<file path="src/rtl/mem_stage_pkg.sv">
// Shared types and constants for the memory-access pipeline stage.
package mem_stage_pkg;

  typedef enum logic {IDLE, ACCESS} state_t;

  localparam logic [1:0] MEMCTL_NONE = 2'b00;
  localparam logic [1:0] MEMCTL_WR   = 2'b01;
  localparam logic [1:0] MEMCTL_RD   = 2'b10;

  localparam logic [1:0] WB_NONE     = 2'b00;

  localparam int unsigned DEF_DATA_W = 32;
  localparam int unsigned DEF_DEST_W = 4;

endpackage

</file>
<file path="src/rtl/mem_wb_reg.sv">
// MEM/WB pipeline register: loads a completed instruction or inserts a bubble
// (out_valid=0, wb cleared, payload held).
module mem_wb_reg
  import mem_stage_pkg::*;
#(
  parameter int unsigned DATA_W = DEF_DATA_W,
  parameter int unsigned DEST_W = DEF_DEST_W
) (
  input  logic              clk,
  input  logic              rst_n,
  input  logic              load,
  input  logic [DEST_W-1:0] dest_d,
  input  logic [DATA_W-1:0] memdata_d,
  input  logic [DATA_W-1:0] regdata_d,
  input  logic [1:0]        wb_d,
  output logic              out_valid,
  output logic [DEST_W-1:0] dest,
  output logic [DATA_W-1:0] memData,
  output logic [DATA_W-1:0] regData,
  output logic [1:0]        wb
);

  always_ff @(posedge clk) begin
    if (!rst_n) begin
      out_valid <= 1'b0;
      dest      <= '0;
      memData   <= '0;
      regData   <= '0;
      wb        <= WB_NONE;
    end else if (load) begin
      out_valid <= 1'b1;
      dest      <= dest_d;
      memData   <= memdata_d;
      regData   <= regdata_d;
      wb        <= wb_d;
    end else begin
      out_valid <= 1'b0;
      wb        <= WB_NONE;
    end
  end

endmodule

</file>
<file path="src/rtl/mem_stage.sv">
// Memory-access pipeline stage: issues loads/stores over req/ack, stalls upstream
// while an access is outstanding. Optional access timeout: MEM_TIMEOUT_EN.
module mem_stage
  import mem_stage_pkg::*;
#(
  parameter int unsigned DATA_W  = DEF_DATA_W,
  parameter int unsigned DEST_W  = DEF_DEST_W
`ifdef MEM_TIMEOUT_EN
  ,
  parameter int unsigned TIMEOUT = 16
`endif
) (
  input  logic              clk,
  input  logic              rst_n,
  input  logic              in_valid,
  input  logic [DATA_W-1:0] alu_result,
  input  logic [DATA_W-1:0] store_data,
  input  logic [DEST_W-1:0] dest_in,
  input  logic [1:0]        mem_ctl,
  input  logic [1:0]        wb_in,
  output logic              stall,
  output logic              mem_req,
  output logic              mem_we,
  output logic [DATA_W-1:0] mem_addr,
  output logic [DATA_W-1:0] mem_wdata,
  input  logic              mem_ack,
  input  logic [DATA_W-1:0] mem_rdata,
  output logic              out_valid,
  output logic [DEST_W-1:0] dest,
  output logic [DATA_W-1:0] memData,
  output logic [DATA_W-1:0] regData,
  output logic [1:0]        wb
`ifdef MEM_TIMEOUT_EN
  ,
  output logic              mem_err
`endif
);

  state_t            state, state_nx;
  logic [DEST_W-1:0] dest_l;
  logic [1:0]        wb_l;
  logic              rd_l;
  logic              issue_alu, issue_mem, done, abort;

  logic              wbr_load;
  logic [DEST_W-1:0] wbr_dest;
  logic [DATA_W-1:0] wbr_mem;
  logic [DATA_W-1:0] wbr_reg;
  logic [1:0]        wbr_wb;

`ifdef MEM_TIMEOUT_EN
  localparam int unsigned CNT_W = $clog2(TIMEOUT + 1);
  logic [CNT_W-1:0] cnt;

  // cnt counts completed ACCESS cycles without ack; the TIMEOUT-th such cycle aborts.
  always_ff @(posedge clk) begin
    if (!rst_n) begin
      cnt     <= '0;
      mem_err <= 1'b0;
    end else begin
      mem_err <= abort;
      if (issue_mem)
        cnt <= '0;
      else if (state == ACCESS && !mem_ack)
        cnt <= cnt + 1'b1;
    end
  end

  assign abort = (state == ACCESS) && !mem_ack && (cnt == CNT_W'(TIMEOUT - 1));
`else
  assign abort = 1'b0;
`endif

  assign stall = (state == ACCESS);

  always_comb begin
    state_nx  = state;
    issue_alu = 1'b0;
    issue_mem = 1'b0;
    done      = 1'b0;
    case (state)
      IDLE: begin
        if (in_valid) begin
          if (mem_ctl == MEMCTL_NONE) begin
            issue_alu = 1'b1;
          end else begin
            issue_mem = 1'b1;
            state_nx  = ACCESS;
          end
        end
      end
      ACCESS: begin
        if (mem_ack || abort) begin
          done     = 1'b1;
          state_nx = IDLE;
        end
      end
      default: state_nx = IDLE;
    endcase
  end

  always_comb begin
    wbr_load = issue_alu | done;
    wbr_dest = dest_in;
    wbr_reg  = alu_result;
    wbr_wb   = wb_in;
    wbr_mem  = '0;
    if (state == ACCESS) begin
      wbr_dest = dest_l;
      wbr_reg  = mem_addr;
      wbr_wb   = abort ? WB_NONE : wb_l;
      wbr_mem  = (mem_ack && rd_l) ? mem_rdata : '0;
    end
  end

  always_ff @(posedge clk) begin
    if (!rst_n) begin
      state     <= IDLE;
      mem_req   <= 1'b0;
      mem_we    <= 1'b0;
      mem_addr  <= '0;
      mem_wdata <= '0;
      dest_l    <= '0;
      wb_l      <= WB_NONE;
      rd_l      <= 1'b0;
    end else begin
      state <= state_nx;
      if (issue_mem) begin
        mem_req   <= 1'b1;
        mem_we    <= (mem_ctl == MEMCTL_WR);
        mem_addr  <= alu_result;
        mem_wdata <= store_data;
        dest_l    <= dest_in;
        wb_l      <= wb_in;
        rd_l      <= (mem_ctl & MEMCTL_RD) != MEMCTL_NONE;
      end else if (done) begin
        mem_req <= 1'b0;
        mem_we  <= 1'b0;
      end
    end
  end

  mem_wb_reg #(
    .DATA_W (DATA_W),
    .DEST_W (DEST_W)
  ) u_mem_wb_reg (
    .clk       (clk),
    .rst_n     (rst_n),
    .load      (wbr_load),
    .dest_d    (wbr_dest),
    .memdata_d (wbr_mem),
    .regdata_d (wbr_reg),
    .wb_d      (wbr_wb),
    .out_valid (out_valid),
    .dest      (dest),
    .memData   (memData),
    .regData   (regData),
    .wb        (wb)
  );

endmodule

</file>
<file path="config.mk">
export PLATFORM = sky130hd
export DESIGN_NAME = mem_stage
export DESIGN_NICKNAME = d
export VERILOG_FILES = /design/src/rtl/mem_stage_pkg.sv /design/src/rtl/mem_wb_reg.sv /design/src/rtl/mem_stage.sv
export SDC_FILE = /design/constraint.sdc
export NUM_CORES = 1
export LEC_CHECK = 0
export CAP_MARGIN = 20
export CORE_ASPECT_RATIO = 1.2
export CORE_MARGIN = 5
export CORE_UTILIZATION = 44
export CTS_BUF_LIST = sky130_fd_sc_hd__clkbuf_2
export DETAILED_ROUTE_END_ITERATION = 8
export PLACE_DENSITY_LB_ADDON = 0.25
export SLEW_MARGIN = 20
export SYNTH_ARGS = -nofsm -noshare
export SYNTH_HDL_FRONTEND = slang
export SYNTH_SLANG_ARGS = --single-unit
</file>
<file path="constraint.sdc">
create_clock -name clk -period 2.2 [get_ports clk]
set_clock_uncertainty 0.2 [all_clocks]
set_input_delay 0.33 -clock clk [delete_from_list [all_inputs] [get_ports clk]]
set_output_delay 0.33 -clock clk [all_outputs]
set_load 0.05 [all_outputs]
</file>
# ---- Word level (Yosys, flattened, before mapping)
# Index checks and enable logic that the tools add are counted.
# Widths: inputs -> output; s select.
dict set report op_classes {
  add_sub_neg 0
  n_mul 0
  div_mod_pow 0
  order_cmp 0
  n_eq_ne 1
  shifts 0
  muxes 19
  n_bitwise 2
  reduce_logical 4
}
# op n
set op_table {}
lappend op_table {{$mux 32} 3}
lappend op_table {{$mux 1} 13}
lappend op_table {{$mux 4} 1}
lappend op_table {{$eq 2x1->1 const B} 1}
lappend op_table {{$logic_not 2->1} 1}
lappend op_table {{$mux 2} 1}
lappend op_table {{$pmux 1 s2} 1}
lappend op_table {{$reduce_and 2->1} 1}
lappend op_table {{$reduce_bool 2->1} 1}
lappend op_table {{$logic_and 1x1->1} 1}
lappend op_table {{$not 1->1} 1}
lappend op_table {{$or 1x1->1} 1}
dict set report word_totals {
  ff_bits 145
  latch_bits 0
  ramBits 0
  rom_bits 0
  input_bits 108
  mem_count 0
}

# ---- Logic depth before layout (Yosys ltp)
# Gate-level depths: netlist (run 1).
dict set report logic_depth {
  depth_word 6
  depth_mapped 7
}

# ---- By module
# From an unflattened synthesis (run 1), not the netlist that was laid out.
dict set report hier_totals {
  cells_unflattened 628
  area_unflattened_um2 6399.9
}
# module n_inst cells_each area_each_um2
set by_module_without_submodules {}
lappend by_module_without_submodules {mem_stage 1 403 3714.8}
lappend by_module_without_submodules {mem_wb_reg 1 225 2685.1}

# ---- Least setup slack after synthesis (run 1)
# Ideal clock, no wire load.
dict set report synth_timing {
  path_kind {register -> register}
  start {reg state (netlist: stall)}
  end {reg u_mem_wb_reg.regData[24]}
  setup_time_ns 0.116
  arrival_ns 1.588
  slack_ns 0.296
  path_stages_with_launch 7
  n_path_buf 3
  synth_period_minus_slack_ns 1.904
  cell_sequence {dfxtp_1 > buf_6 > buf_4 > buf_4 > mux2i_1 > o21ai_1 > o211a_1}
}
dict set report synth_via {
  elab_chain_cells 2
}
# element line
set synth_lines {}
lappend synth_lines {{start: declaration} mem_stage.sv:39} ;# state_t state, state_nx;
lappend synth_lines {{start signal: assignment} mem_stage.sv:127} ;# state <= state_nx;
lappend synth_lines {{$mux 1} mem_stage.sv:81} ;# case (state)
lappend synth_lines {{$or 1x1->1} mem_stage.sv:103} ;# wbr_load = issue_alu | done;
lappend synth_lines {{end signal: assignment} mem_wb_reg.sv:34} ;# regData <= regdata_d;
lappend synth_lines {{end: declaration} mem_wb_reg.sv:19} ;# output logic [DATA_W-1:0] regData,
# Parallel ways exist; a longest one is shown, timed or not.
# A chain may end at the register's enable or synchronous reset.

# ---- Worst setup path in the final report (run 1)
dict set report layout_timing {
  start {reg mem_addr[10]}
  end {out mem_addr[10]}
}
# element line
set layout_lines {}
lappend layout_lines {{start: declaration} mem_stage.sv:24} ;# output logic [DATA_W-1:0] mem_addr,
lappend layout_lines {{start signal: assignment} mem_stage.sv:131} ;# mem_addr <= alu_result;
# No word-level cell between the ends.

==> flow_metrics.py, run 1 <==
metrics = {
    "status": {
        "status": "finished, final reports clean",
    },
    "clocking": {
        "cts-root-buf": "clkbuf_2",
        "tritoncts": "done",
        "clk_pin_slew_ps": 210,
        "clk_latency_ps": 730,
        "cts-htree-levels": 4,
        "cts_buffers": 17,
        "cts_sinks": 145,
        "clk_path_buf_depth": 2,
    },
    "floorplan": {
        "io_pins": 246,
        "floorplan.rows": 45,
        "initial_core_util_pct": 44.8,
        "die-area_um2": 15300,
        "fp.dieH_um": 134,
        "coreArea_um2": 12700,
        "die-width_um": 114,
    },
    "setup_path": {
        "worst-path-buf-inv": 1,
        "crit_path_top_delay_cell": "dfxtp_1",
        "cp-end-kind": "primary output",
        "crit_chain": "clkdlybuf4s15_2",
        "reg2reg_from": "stall$_SDFF_PN0_",
        "crit_path_max_fanout": 3,
        "timing.reg2reg.setup_slack_ps": 200,
        "cp.depth": 1,
        "arrival_ps": 1590,
        "worstPathRequired_ps": 1670,
        "regToRegEndpoint": "mem_addr[8]$_SDFFE_PN0P_",
        "rr_worst_depth": 6,
        "critPathTopFamily": "flip-flops",
        "start_kind": "flop",
        "max_stage_delay_ps": 440,
        "startpoint": "mem_addr[10]$_SDFFE_PN0P_",
        "crit_type": "reg -> out",
    },
    "synthesis": {
        "synth-seq-cells": 145,
        "synth_xor_area_share_pct": 0,
        "synth_compound_area_share_pct": 27.7,
        "synth_fa_ha_area_share_pct": 0,
        "synth-simple-area-share_pct": 8.24,
        "synthDistinctLibCells": 25,
        "syn-cell-area_um2": 5680,
        "synth_top_family_by_area": "compound AO/OA/AOI/OAI gates",
        "syn_area_per_cell_um2": 9.65,
        "muxShareOfSynthArea_pct": 6.69,
        "yosysSeqAreaShare_pct": 51.1,
        "syn-num-nets": 697,
        "synth_cells": 589,
        "synth_warnings": 0,
    },
    "power": {
        "ir_worst_vdd_v": 0.000483,
        "switching_share_pct": 33.6,
        "internal-power_mw": 3.94,
        "p_sw_mw": 1.99,
        "power.density_nw_per_um2": 621,
        "seqPwrFrac_pct": 48.1,
        "clkPwrFrac_pct": 24.4,
        "power.share.combinational_pct": 27.5,
        "power_mw": 5.94,
        "p_leak_nw": 3.92,
    },
    "sta": {
        "drv_slew": 0,
        "worst_pin_slew_ps": 837,
        "finalSetupViolCount": 0,
        "clock.fmax_mhz": 472,
        "finalCritPeriodShare_pct": 96.2,
        "slew_headroom_pct": 44.2,
        "rsz0062_at_grt": "false",
        "finalHoldViolations": 0,
        "fin_crit_ps": 2120,
    },
    "route": {
        "drtAntennaViolNets": 0,
        "viasPerCell": 5.62,
        "drt_iter0_markers": 439,
        "drc": 0,
        "vias": 6138,
        "routed_wl_mm": 21.9,
        "firstDrtPassIters": 5,
        "wire_per_inst_um": 20.1,
    },
    "final_layout": {
        "seqCellArea_um2": 2910,
        "layout.cells.non_filler": 1092,
        "multi_input_comb_area_um2": 2440,
        "antenna_cells": 0,
        "layout.nets": 1025,
        "nFillCells": 839,
        "drive_gt1_share_pct": 22.0,
        "layout-area-overhead-vs-synth_pct": 68.4,
        "fin_util_pct": 75.5,
    },
    "global_routing": {
        "grt_pass1_vias": 6340,
        "grt_max_degree": 74,
        "grt_first_pass_wirelength_mm": 33.9,
        "antenna_found_initial": 0,
        "overflow": 0,
        "track_usage_pct": 27.9,
    },
    "placement": {
        "dp_hpwl_mm": 13.1,
        "place_inst": 956,
        "gp_congestion": 0.838,
        "port_buffers": 245,
    },
    "min_path": {
        "min_from": "alu_result[22]",
        "hold_depth": 3,
        "holdPathEnd": "mem_addr[22]$_SDFFE_PN0P_",
        "min_path_type": "in -> reg",
    },
    "run": {
        "cap_viol_max_count": 0,
    },
}
metrics by stage:
| step | setup slack, ps | area [um2] | hold slack (ps) | setup TNS [ps] |
|---|---|---|---|---|
| after floorplan | 296 | 5680 | 254 | 0 |
| final | 82.8 | 9570 | 78.7 | 0 |
| after global placement | -149 | 8250 | 248 | -4720 |
| after CTS | 1.09 | 9660 | 7.14 | 0 |
| after detailed placement | -196 | 8250 | 255 | -5860 |
| after global routing | 3.61 | 9570 | 13.9 | 0 |
power groups by stage:
stage	sequential (mW)	clock [mW]	combinational [mW]
3_3_place_gp	2.91	0	1.46
3_5_place_dp	2.91	0	1.48
4_1_cts	2.85	1.48	1.61
6_report	2.86	1.45	1.63
2_1_floorplan	3.36	0	0.415
5_1_grt	2.88	1.60	1.71
worst max path at each step:
stage / slack (ps) / end
finish: 80 / mem_addr[10]
global route: 4 / memData[10]
CTS: 1 / memData[18]
detailed placement: -200 / u_mem_wb_reg.memData[26]$_SDFFE_PN0P_
global placement: -150 / u_mem_wb_reg.memData[11]$_SDFFE_PN0P_
floorplan: 300 / u_mem_wb_reg.regData[24]$_SDFFE_PN0P_
state kept, by name, summed over array words and instances, names as in the netlist:
register and cells:
rd_l 1, mem_req 1, u_mem_wb_reg.wb 2, dest_l 4, mem_we 1, u_mem_wb_reg.dest 4
wb_l 2, mem_wdata 32, u_mem_wb_reg.out_valid 1, u_mem_wb_reg.regData 32, stall 1, u_mem_wb_reg.memData 32
mem_addr 32
synth_stat cells:
| cell type | number | area [um2] |
|---|---|---|
| a21oi_1 | 73 | 365 |
| a22o_1 | 33 | 289 |
| and2_4 | 1 | 8.76 |
| and3_1 | 1 | 6.26 |
| and3_4 | 1 | 11.3 |
| buf_1 | 12 | 45.0 |
| buf_2 | 8 | 40.0 |
| buf_4 | 6 | 45.0 |
| buf_6 | 9 | 101 |
| clkbuf_1 | 31 | 116 |
| dfxtp_1 | 145 | 2900 |
| inv_1 | 3 | 11.3 |
| mux2i_1 | 38 | 380 |
| nand2_1 | 4 | 15.0 |
| nand2b_1 | 2 | 12.5 |
| nand3_1 | 70 | 350 |
| nor2_1 | 3 | 11.3 |
| nor2b_1 | 1 | 6.26 |
| nor3_4 | 1 | 16.3 |
| nor4b_4 | 1 | 23.8 |
| o211a_1 | 36 | 360 |
| o21ai_0 | 77 | 385 |
| o21ai_1 | 31 | 155 |
| o21ai_4 | 1 | 16.3 |
| or2_1 | 1 | 6.26 |
cell type report:
| cell class | instances | share of cell area [%] |
|---|---|---|
| well taps | 164 | 2.15 |
| clock inverters | 12 | 1.26 |
| repair buffers | 375 | 39.7 |
| flip-flops and latches | 145 | 30.4 |
| clock buffers | 18 | 0.942 |
| multi-input cells | 375 | 25.5 |
| inverters | 3 | 0.118 |
placed cells by master (no fill, tap or decap), types with 31 or more instances in the layout:
cell type / n
dfxtp_1: 144
clkdlybuf4s50_1: 106
o211a_1: 36
clkbuf_2: 35
o21ai_1: 31
a22o_1: 33
nand3_1: 70
dlygate4sd3_1: 103
clkdlybuf4s15_2: 114
a21oi_1: 73
o21ai_0: 77
mux2i_1: 38
what timing repair did:
action / in CTS / in global routing
endpoints found under the hold margin: 142 / 0
pin swaps: 0 / 0
gates resized for setup: 394 / 26
hold buffers: 103 / 0
setup buffers: 2 / 0
endpoints found under the setup margin: 138 / 23
per-layer routing:
metal	part of all wire [%]	vias to the layer above	GRT usage [%]	wire (um)
met5	0	-	0	0
met3	10	46	10.9	2220
met4	2.5	0	10.0	544
met2	49	306	47.0	10800
li1	-	2814	-	-
met1	38	2972	31.9	8420
logic make-up after synthesis:
logic type             count (synthesis)
AND/OR/NAND/NOR                       86
flip-flops                           145
AO/OA/AOI/OAI                        251
buffers and inverters                 69
multiplexers                          38
Note: power is estimated with default switching activity, not from simulation.
==> run 2: changes to the inputs <==
Settings changed: SLEW_MARGIN 20 to not set.
==> results of run 2 <==
Same layout as run 1: the final DEF is identical, and so are final timing and power.
==> run 3: changes to the inputs <==
Settings changed: CORE_ASPECT_RATIO 1.2 to 1.25.
==> run 3 against run 2 <==
Effect of this change:
- non-clock buffer count down 5
- sequential power hardly changed
- final area fell by 3.1%
- global-route usage fell by 0.75 points
- setup slack improved by 28 ps
- hold slack better by 6.1 ps
- clock-buffer cell count is the same
- power down 2.7%
- sequential share of layout area increased by 0.94 points
- die area is essentially flat
- largest cell class unchanged
- largest power group unchanged
==> flow_metrics.py, run 3 (same netlist as run 1, synthesis figures left out) <==
metrics = {
    "min_path": {
        "min_from": "mem_rdata[17]",
        "holdPathEnd": "u_mem_wb_reg.memData[17]$_SDFFE_PN0P_",
        "min_path_type": "in -> reg",
        "hold_depth": 2,
    },
    "global_routing": {
        "use_met2_pct": 47.6,
        "grt_first_pass_wirelength_mm": 33.2,
        "grt_max_degree": 74,
        "grt-busiest-layer": "met2",
        "grt_use_met3_pct": 10.8,
        "track_usage_pct": 27.1,
        "grtUsageMet1_pct": 30.2,
        "grt_pass1_vias": 6184,
        "overflow": 0,
        "antenna_found_initial": 0,
    },
    "clocking": {
        "cts-htree-levels": 4,
        "cts_setup_buffers": 0,
        "tritoncts": "done",
        "cts_sinks": 145,
        "cts-root-buf": "clkbuf_2",
        "clk_path_buf_depth": 2,
        "cts_buffers": 17,
        "clk_pin_slew_ps": 190,
        "clk_latency_ps": 680,
    },
    "final_layout": {
        "layout-area-overhead-vs-synth_pct": 63.2,
        "final_common_cell": "dfxtp_1",
        "layout.cells.non_filler": 1091,
        "multi_input_comb_area_um2": 2440,
        "nFillCells": 851,
        "antenna_cells": 0,
        "seqCellArea_um2": 2900,
        "layout.nets": 1020,
        "drive_gt1_share_pct": 20.7,
        "layout_common_cells": "dfxtp_1, clkdlybuf4s50_1, dlygate4sd3_1, o21ai_0, clkbuf_2",
    },
    "route": {
        "drt_iter0_markers": 559,
        "drtAntennaViolNets": 0,
        "viasPerCell": 5.62,
        "firstDrtPassIters": 5,
        "vias": 6131,
        "routed_wl_mm": 21.5,
        "drc": 0,
        "wire_per_inst_um": 19.7,
    },
    "setup_path": {
        "crit_path_top_delay_cell": "clkdlybuf4s15_1",
        "cp-end-kind": "primary output",
        "max_stage_delay_ps": 500,
        "crit_type": "reg -> out",
        "reg2reg_from": "stall$_SDFF_PN0_",
        "arrival_ps": 1560,
        "rr_worst_depth": 4,
        "crit_chain": "clkdlybuf4s15_1",
        "start_kind": "flop",
        "critPathTopFamily": "buffers and inverters",
        "worst-path-buf-inv": 1,
        "worstPathRequired_ps": 1670,
        "crit_path_max_fanout": 2,
        "timing.reg2reg.setup_slack_ps": 340,
        "regToRegEndpoint": "u_mem_wb_reg.memData[17]$_SDFFE_PN0P_",
    },
    "sta": {
        "fin_ws_ps": 111,
        "clock.fmax_mhz": 479,
        "worst_pin_slew_ps": 869,
        "finalCritPeriodShare_pct": 94.9,
        "fin_crit_ps": 2090,
        "finalHoldViolations": 0,
        "slew_headroom_pct": 42.1,
        "finalSetupViolCount": 0,
        "drv_slew": 0,
        "rsz0062_at_grt": "false",
    },
    "power": {
        "clkPwrFrac_pct": 22.7,
        "p_sw_mw": 1.98,
        "power.share.combinational_pct": 27.8,
        "power.density_nw_per_um2": 623,
        "seqPwrFrac_pct": 49.5,
        "ir_worst_vdd_v": 0.000464,
        "internal-power_mw": 3.80,
        "switching_share_pct": 34.2,
        "p_leak_nw": 3.92,
    },
    "floorplan": {
        "fp.dieH_um": 137,
        "io_pins": 246,
        "initial_core_util_pct": 44.9,
        "coreArea_um2": 12700,
        "floorplan.rows": 46,
        "die-area_um2": 15300,
        "die-width_um": 112,
    },
    "run": {
        "cap_viol_max_count": 0,
    },
    "placement": {
        "gp_congestion": 0.840,
        "port_buffers": 245,
        "dp_hpwl_mm": 13.2,
        "place_inst": 958,
        "pre_cts_ws_ps": -320,
    },
    "status": {
        "status": "finished, final reports clean",
    },
}
[run 3: repair_timing]
item,4_1_cts,5_1_grt
hold buffers,101,1
setup endpoints to repair,135,68
endpoints found under the hold margin,141,1
gates resized for setup,323,74
pin swaps,0,0
[run 3: through the flow]
step                power [mW]  utilization (%)  TNS [ps]  instance area, um2  hold WS (ps)
finish                    5.78             73.2         0                9270          84.8
global route              6.01             73.2         0                9270          10.9
CTS                       5.81             75.2         0                9520          4.08
detailed placement        4.41             65.2    -13250                8260           254
global placement          4.37             65.2     -7910                8260           248
floorplan                 3.78                -         0                5680           254
[run 3: how the worst max path moves through the flow]
stage / start / end / depth (start not counted)
finish: u_mem_wb_reg.memData[12]$_SDFFE_PN0P_ / memData[12] / 1
global route: u_mem_wb_reg.regData[23]$_SDFFE_PN0P_ / regData[23] / 1
CTS: u_mem_wb_reg.wb[0]$_SDFF_PN0_ / wb[0] / 1
detailed placement: mem_ctl[1] / u_mem_wb_reg.memData[5]$_SDFFE_PN0P_ / 4
global placement: mem_ctl[1] / u_mem_wb_reg.memData[10]$_SDFFE_PN0P_ / 4
floorplan: stall$_SDFF_PN0_ / u_mem_wb_reg.regData[24]$_SDFFE_PN0P_ / 6
[run 3: layout make-up]
| class | count | area share (%) |
|---|---|---|
| Clock inverter | 12 | 1.04 |
| Sequential cell | 145 | 31.3 |
| Clock buffer | 18 | 0.972 |
| Multi-Input combinational cell | 375 | 26.3 |
| Timing Repair Buffer | 370 | 38.0 |
| Inverter | 3 | 0.121 |
| Tap cell | 168 | 2.27 |
[run 3: layer usage]
| metal | vias to the layer above | routed length (um) | share of wire [%] |
|---|---|---|---|
| li1 | 2808 | - | - |
| met1 | 2982 | 8200 | 38 |
| met2 | 311 | 11000 | 51 |
| met3 | 30 | 2000 | 9.3 |
| met4 | 0 | 320 | 1.5 |
| met5 | - | 0 | 0 |
[run 3: worst register-to-register path, cell delays in order, from the launching register on]
cell	delay, ps
dfxtp_2	440
and2_4	180
buf_4	290
and3_4	480
a22o_1	210
[run 3: power by group through the flow]
stage,clock network (mW),logic [mW],registers [mW]
floorplan,0,0.415,3.36
global route,1.45,1.68,2.88
CTS,1.35,1.60,2.86
global placement,0,1.47,2.90
finish,1.31,1.60,2.86
detailed placement,0,1.50,2.91
